--- config.mk ---
export PLATFORM = sky130hd
export DESIGN_NAME = trap_controller
export DESIGN_NICKNAME = d
export VERILOG_FILES = /design/src/rtl/trap_controller.sv
export SDC_FILE = /design/constraint.sdc
export NUM_CORES = 1
export LEC_CHECK = 0
export CORE_MARGIN = 2
export CORE_UTILIZATION = 43
export CTS_BUF_LIST = sky130_fd_sc_hd__clkbuf_16
export DETAILED_ROUTE_END_ITERATION = 16
export GPL_ROUTABILITY_DRIVEN = 0
export PLACE_DENSITY = 0.89
export SETUP_SLACK_MARGIN = 0.2
export SYNTH_ARGS = -nofsm -noshare
export SYNTH_HDL_FRONTEND = slang
export SYNTH_SLANG_ARGS = --single-unit
--- constraint.sdc ---
create_clock -name clk -period 5.9 [get_ports clk]
set_input_delay 1.475 -clock clk [delete_from_list [all_inputs] [get_ports clk]]
set_output_delay 1.475 -clock clk [all_outputs]
set_load 0.05 [all_outputs]
--- src/rtl/trap_controller.sv ---
// Trap entry / MRET sequencer driving the CSR bus; all outputs registered.
// Optional fast interrupts are enabled by defining TRAP_FAST_IRQ_EN.
module trap_controller #(
  parameter bit VECTORED_MODE = 1'b1
) (
  input  logic        clk,
  input  logic        reset,
  input  logic        instruction_boundary,
  input  logic [31:0] pc_value,
  input  logic        exception_request,
  input  logic [3:0]  exception_cause,
  input  logic [31:0] exception_tval,
  input  logic        mret_request,
  input  logic        interrupt_enable,
  input  logic        interruption_request_external,
  input  logic        interruption_request_timer,
  input  logic        interruption_request_software,
  input  logic [15:0] interruption_request_fast,
  input  logic [31:0] csr_data_in,
  output logic        csr_write_enable,
  output logic [2:0]  csr_func3,
  output logic [11:0] csr_address,
  output logic [31:0] csr_data_out,
  output logic        busy,
  output logic        redirect_valid,
  output logic [31:0] redirect_target,
  output logic        in_handler
);

  localparam logic [11:0] CSR_MTVEC  = 12'h305;
  localparam logic [11:0] CSR_MEPC   = 12'h341;
  localparam logic [11:0] CSR_MCAUSE = 12'h342;
  localparam logic [11:0] CSR_MTVAL  = 12'h343;

  typedef enum logic [2:0] {
    IDLE, SAVE_EPC, SAVE_CAUSE, SAVE_TVAL, READ_TVEC, READ_EPC, REDIRECT
  } state_t;

  state_t      r_state, w_next;
  logic        r_irq, w_irq;
  logic [4:0]  r_code, w_code;
  logic [31:0] r_tval, w_tval;
  logic        r_we, w_we;
  logic [2:0]  r_f3, w_f3;
  logic [11:0] r_addr, w_addr;
  logic [31:0] r_dout, w_dout;
  logic        r_busy, w_busy;
  logic        r_rv, w_rv;
  logic [31:0] r_tgt, w_tgt;
  logic        r_in_handler, w_in_handler;

  logic        w_irq_en;
  logic        w_irq_take;
  logic [4:0]  w_irq_code;
  logic [15:0] w_fast_req;
  logic [31:0] w_base;
  logic [31:0] w_trap_tgt;
  logic [31:0] w_mcause;

`ifdef TRAP_FAST_IRQ_EN
  assign w_fast_req = interruption_request_fast;
`else
  assign w_fast_req = interruption_request_fast & 16'h0000;
`endif

  assign w_irq_en = interrupt_enable && !r_in_handler;

  // Fixed priority: external > software > timer > fast[0] > ... > fast[15]
  always_comb begin
    w_irq_take = 1'b0;
    w_irq_code = '0;
    if (w_irq_en) begin
      if (interruption_request_external) begin
        w_irq_take = 1'b1;
        w_irq_code = 5'd11;
      end else if (interruption_request_software) begin
        w_irq_take = 1'b1;
        w_irq_code = 5'd3;
      end else if (interruption_request_timer) begin
        w_irq_take = 1'b1;
        w_irq_code = 5'd7;
      end else begin
        for (int unsigned i = 0; i < 16; i++) begin
          if (!w_irq_take && w_fast_req[i]) begin
            w_irq_take = 1'b1;
            w_irq_code = 5'(16 + i);
          end
        end
      end
    end
  end

  assign w_base     = {csr_data_in[31:2], 2'b00};
  assign w_trap_tgt = (VECTORED_MODE && r_irq && csr_data_in[1:0] == 2'b01)
                      ? w_base + {25'b0, r_code, 2'b00} : w_base;
  assign w_mcause   = r_irq ? {1'b1, 26'b0, r_code} : {27'b0, r_code};

  // Outputs are computed for the state being entered and registered with it
  always_comb begin
    w_next       = r_state;
    w_irq        = r_irq;
    w_code       = r_code;
    w_tval       = r_tval;
    w_we         = 1'b0;
    w_f3         = 3'b000;
    w_addr       = '0;
    w_dout       = '0;
    w_rv         = 1'b0;
    w_tgt        = '0;
    w_in_handler = r_in_handler;
    unique case (r_state)
      IDLE: begin
        if (instruction_boundary) begin
          if (exception_request || w_irq_take) begin
            w_next = SAVE_EPC;
            w_irq  = !exception_request;
            w_code = exception_request ? {1'b0, exception_cause} : w_irq_code;
            w_tval = exception_request ? exception_tval : '0;
            w_we   = 1'b1;
            w_f3   = 3'b001;
            w_addr = CSR_MEPC;
            w_dout = {pc_value[31:2], 2'b00};
          end else if (mret_request) begin
            w_next = READ_EPC;
            w_addr = CSR_MEPC;
          end
        end
      end
      SAVE_EPC: begin
        w_next = SAVE_CAUSE;
        w_we   = 1'b1;
        w_f3   = 3'b001;
        w_addr = CSR_MCAUSE;
        w_dout = w_mcause;
      end
      SAVE_CAUSE: begin
        w_next = SAVE_TVAL;
        w_we   = 1'b1;
        w_f3   = 3'b001;
        w_addr = CSR_MTVAL;
        w_dout = r_tval;
      end
      SAVE_TVAL: begin
        w_next = READ_TVEC;
        w_addr = CSR_MTVEC;
      end
      READ_TVEC: begin
        w_next       = REDIRECT;
        w_rv         = 1'b1;
        w_tgt        = w_trap_tgt;
        w_in_handler = 1'b1;
      end
      READ_EPC: begin
        w_next       = REDIRECT;
        w_rv         = 1'b1;
        w_tgt        = {csr_data_in[31:2], 2'b00};
        w_in_handler = 1'b0;
      end
      REDIRECT: w_next = IDLE;
      default:  w_next = IDLE;
    endcase
    w_busy = (w_next != IDLE);
  end

  always_ff @(posedge clk) begin
    if (reset) begin
      r_state      <= IDLE;
      r_irq        <= 1'b0;
      r_code       <= '0;
      r_tval       <= '0;
      r_we         <= 1'b0;
      r_f3         <= '0;
      r_addr       <= '0;
      r_dout       <= '0;
      r_busy       <= 1'b0;
      r_rv         <= 1'b0;
      r_tgt        <= '0;
      r_in_handler <= 1'b0;
    end else begin
      r_state      <= w_next;
      r_irq        <= w_irq;
      r_code       <= w_code;
      r_tval       <= w_tval;
      r_we         <= w_we;
      r_f3         <= w_f3;
      r_addr       <= w_addr;
      r_dout       <= w_dout;
      r_busy       <= w_busy;
      r_rv         <= w_rv;
      r_tgt        <= w_tgt;
      r_in_handler <= w_in_handler;
    end
  end

  assign csr_write_enable = r_we;
  assign csr_func3        = r_f3;
  assign csr_address      = r_addr;
  assign csr_data_out     = r_dout;
  assign busy             = r_busy;
  assign redirect_valid   = r_rv;
  assign redirect_target  = r_tgt;
  assign in_handler       = r_in_handler;

endmodule
# After elaboration in Yosys (flattened, before gate mapping)
# Index checks and enable logic that the tools add are counted.
# word_totals
register_bits	124
in_bits	125
output_inout_bits	83
wordCells	62
# classes
n_reduce_logical	11
n_eq_ne	6
addsub	1
mux	32
# op_table
operator	n
32-bit 2-to-1 mux	5
32-bit case mux with 3 select lines	1
32-bit case mux with 2 select lines	1
10-bit case mux with 4 select lines	1
32-bit by 7-bit adder with 32-bit output	1
10-bit 2-to-1 mux	3
5-bit 2-to-1 mux	4
3-bit case mux with 5 select lines	1
3-bit 2-to-1 mux	4
1-bit 2-to-1 mux	9
3-bit by 2-bit == test with 1-bit output, second input constant	2
3-bit == test, second input constant	2
1-bit case mux with 2 select lines	3
2-bit OR reduction	2
3-bit by 1-bit == test with 1-bit output, second input constant	1
3-bit zero test	1
3-bit AND reduction	1
3-bit nonzero test	1
2-bit by 1-bit == test with 1-bit output, second input constant	1
1-bit logical AND	2
1-bit zero test	2
2-bit nonzero test	1
1-bit logical OR	1

# Logic depth before layout (Yosys ltp)
# depth
depth_word	9
ltp_mapped	9
ltp_nobuf	7

# Worst setup path after synthesis
# No wires, ideal clock.
# synth_timing
path_type	input -> register
start	input port csr_data_in[2]
end	register r_tgt[22], in the netlist redirect_target[22]
setup_ns	0.070
arrival_ns	3.124
t_required_ns	5.830
stages	8
slack_ns	2.705
path_buffers	1
path_cell_list	ha_1 inv_1 fa_1 nand2b_1 a21o_1 clkbuf_1 or4_1 a21oi_1
# synth_via
elab_chain_len	3
# synth_lines
item	line	text
start: declaration	19	input logic [31:0] csr_data_in,
32-bit by 7-bit adder with 32-bit output	95	? w_base + {25'b0, r_code, 2'b00} : w_base;
32-bit 2-to-1 mux	95	
32-bit case mux with 2 select lines	111	unique case (r_state)
end signal: assignment	190	r_tgt <= w_tgt;
end: declaration	49	logic [31:0] r_tgt, w_tgt;
# Every way passes these cells.
# A chain may end at the register's enable or synchronous reset.

# Worst setup path after layout
# layout_timing
start	input port csr_data_in[2]
end	register r_tgt[26], in the netlist redirect_target[26]
# The elaborated chain is that of the path after synthesis.

==> results.toml <==
[timing]
skew_ns = 0.0125
slew_violations = 0
rsz0062_at_grt = "false"
worst_pin_slew_ns = 1.22
whs_ns = 0.477
slew_headroom = 0.186
final.min_clock_period_ns = 3.69
setup_tns_ns = 0
hold_violations = 0
fmax_mhz = 271
finalCritPeriodShare = 0.625
setup_violations = 0

[finish]
diodes = 0
final_common_cell = "clkdlybuf4s50_1"
syn2layout_area_growth_pct = 45.0
final_core_util = 0.645
final_cells = 824
drive_gt1_frac = 0.0378
final_cell_area_mm2 = 0.00669
fill_cells = 834
final_cell_mix = "clkdlybuf4s50_1, dfxtp_1, a21oi_1"
fin_nets = 813

[floorplan]
rows = 37
placeableCoreArea_mm2 = 0.0104
die_h_um = 108
ios = 208
initial_utilization = 0.445
die_w_um = 108
dieArea_mm2 = 0.0116

[global_route]
use_met3 = 0.0672
first_global_vias = 4554
grt_util_met1 = 0.275
grt_max_degree = 47
grt_use_met2 = 0.399
grt_pass1_wl_mm = 21.7
grt.total_usage = 0.232
gr-max-usage-layer = "met2"
antenna_found_initial = 0
overflow = 0

[placement]
portBuffers = 179
post_dp_cell_area_mm2 = 0.00638
numPlacedInstances = 808
dpl.hpwl_mm = 9.83

[synthesis]
synth_area_mm2 = 0.00461
synthesis.instances = 537
async_flop_share = 0
ys_seq_area_frac = 0.482
synth_top_area_cell = "dfxtp_1"
synth_area_leaders = "dfxtp_1, a21oi_1, a32oi_1"
synth-main-ff-cell = "dfxtp_1"
synth_top_area_frac = 0.482
synth-edff-count = 0
synth-seq-cells = 111
avgSynthCellArea_um2 = 8.59
synth_cell_type_count = 44
yosys_warnings = 0

[min_path]
hp-start = "r_tval[0]$_SDFFE_PP0P_"
hp-class = "reg2reg"
min_path_cells = 2
hold_end = "r_tval[0]$_SDFFE_PP0P_"

[clocking]
clk-insertion-delay-late_ns = 0.34
cts_root_buf = "clkbuf_16"
post_cts_resized = 0
cts-buffers-inserted = 9
clk_pin_slew_ns = 0.08
clkSinkCount = 111
htreeDepth = 3
cts_setup_buffers = 0
cts_hold_buf = 0
cts_tree = "done"
clk_path_buf_depth = 2

[worst_setup_path]
reg2reg_from = "r_state[0]$_SDFF_PP0_"
cpMaxStageDelayCell = "or4_1"
r2r_end = "redirect_target[26]$_SDFF_PP0_"
cp-end-kind = "flop"
rrSetupSlack_ns = 3.28
cp-start-kind = "input port"
rr_worst_depth = 4
path_buf_inv = 2
cp.required_ns = 6.15
cp_slowest_stage_delay_ns = 0.57
arrival_ns = 3.94
path_delay_family = "simple AND/OR/NAND/NOR gates"
worstSetupPathType = "in2reg"
crit_fanout = 23
path_cells = "clkdlybuf4s50_1 -> ha_1 -> inv_1 -> fa_1 -> nand2b_1 -> a21o_1 -> or4_1 -> a21oi_1"

[drt]
wl_per_cell_um = 16.7
antenna_left = 0
routed_wirelength_mm = 13.7
vias = 4705
viasPerCell = 5.71
dr.pass1.iters = 5
drcViolationCount = 0
drt_iter0_markers = 275

[pwr]
power.density_mw_per_mm2 = 316
leakage_uw = 0.00230
ir_worst_vdd_mv = 0.186

[run_status]
run_status = "finished clean"

[run]
cap_violations = 0
## sequential cells by signal (all words and copies together), names as in the netlist, 3 cells and up
register         flops
r_code               4
redirect_target     30
csr_address          5
csr_data_out        32
r_tval              32
r_state              3
## worst reg2reg max path, stage by stage (launching register included)
cell       delay (ns)
dfxtp_1          0.45
nand4bb_1        0.52
or4_4            0.82
or4_1            0.57
a21oi_1          0.17
## cell families after synthesis
family | count (synthesis) | share of synthesized area
buffers and inverters | 67 | 0.0665
DFF | 111 | 0.482
adders and majority gates | 5 | 0.0152
xor gates and xnor gates | 2 | 0.00380
other | 1 | 0.000813
AOI/OAI and AO/OA | 172 | 0.231
and+or+nand+nor | 174 | 0.190
muxes | 5 | 0.0109
## cell usage after synthesis, types with 6 or more instances
master	n
nor2_1	41
dfxtp_1	111
nand2_1	53
or4_1	17
a32oi_1	27
nand3_1	11
o31ai_1	18
nor3_1	6
buf_4	12
nand4_1	8
clkbuf_1	42
nand2b_1	10
inv_1	9
o21ai_0	22
o21ai_1	15
a21oi_1	68
## report_power, final
group	total [uW]	internal [uW]	switching, uW
registers	868	821	47.3
clock network	600	302	298
logic	646	226	420
## final cells by class
class,instances,area (um^2),share of cell area
Inverter,9,33.8,0.00505
Clock inverter,7,77.6,0.0116
Timing Repair Buffer,184,1820,0.273
Sequential cell,111,2220,0.332
Tap cell,136,170,0.0255
Multi-Input combinational cell,368,2130,0.319
Clock buffer,9,225,0.0337
## how the worst max path moves through the flow
stage / start / endpoint / depth (start not counted)
after floorplan: csr_data_in[2] / redirect_target[22]$_SDFF_PP0_ / 8
after global placement: csr_data_in[1] / redirect_target[22]$_SDFF_PP0_ / 5
after detailed placement: csr_data_in[1] / redirect_target[23]$_SDFF_PP0_ / 5
after CTS: csr_data_in[2] / redirect_target[26]$_SDFF_PP0_ / 8
after global routing: csr_data_in[1] / redirect_target[20]$_SDFF_PP0_ / 5
final: csr_data_in[2] / redirect_target[26]$_SDFF_PP0_ / 8
## routing by layer
metal  share of wire  wire (um)
met3            0.10       1410
met1            0.39       5350
met4           0.023        313
met2            0.48       6650
met5               0          0
## through the flow
stage / power (uW) / setup WS [ns]
2_1_floorplan: 1290 / 2.71
4_1_cts: 2120 / 2.26
3_5_place_dp: 1520 / 1.92
5_1_grt: 2200 / 2.11
3_3_place_gp: 1500 / 1.96
6_report: 2110 / 2.21
(Power assumes the default switching activity.)
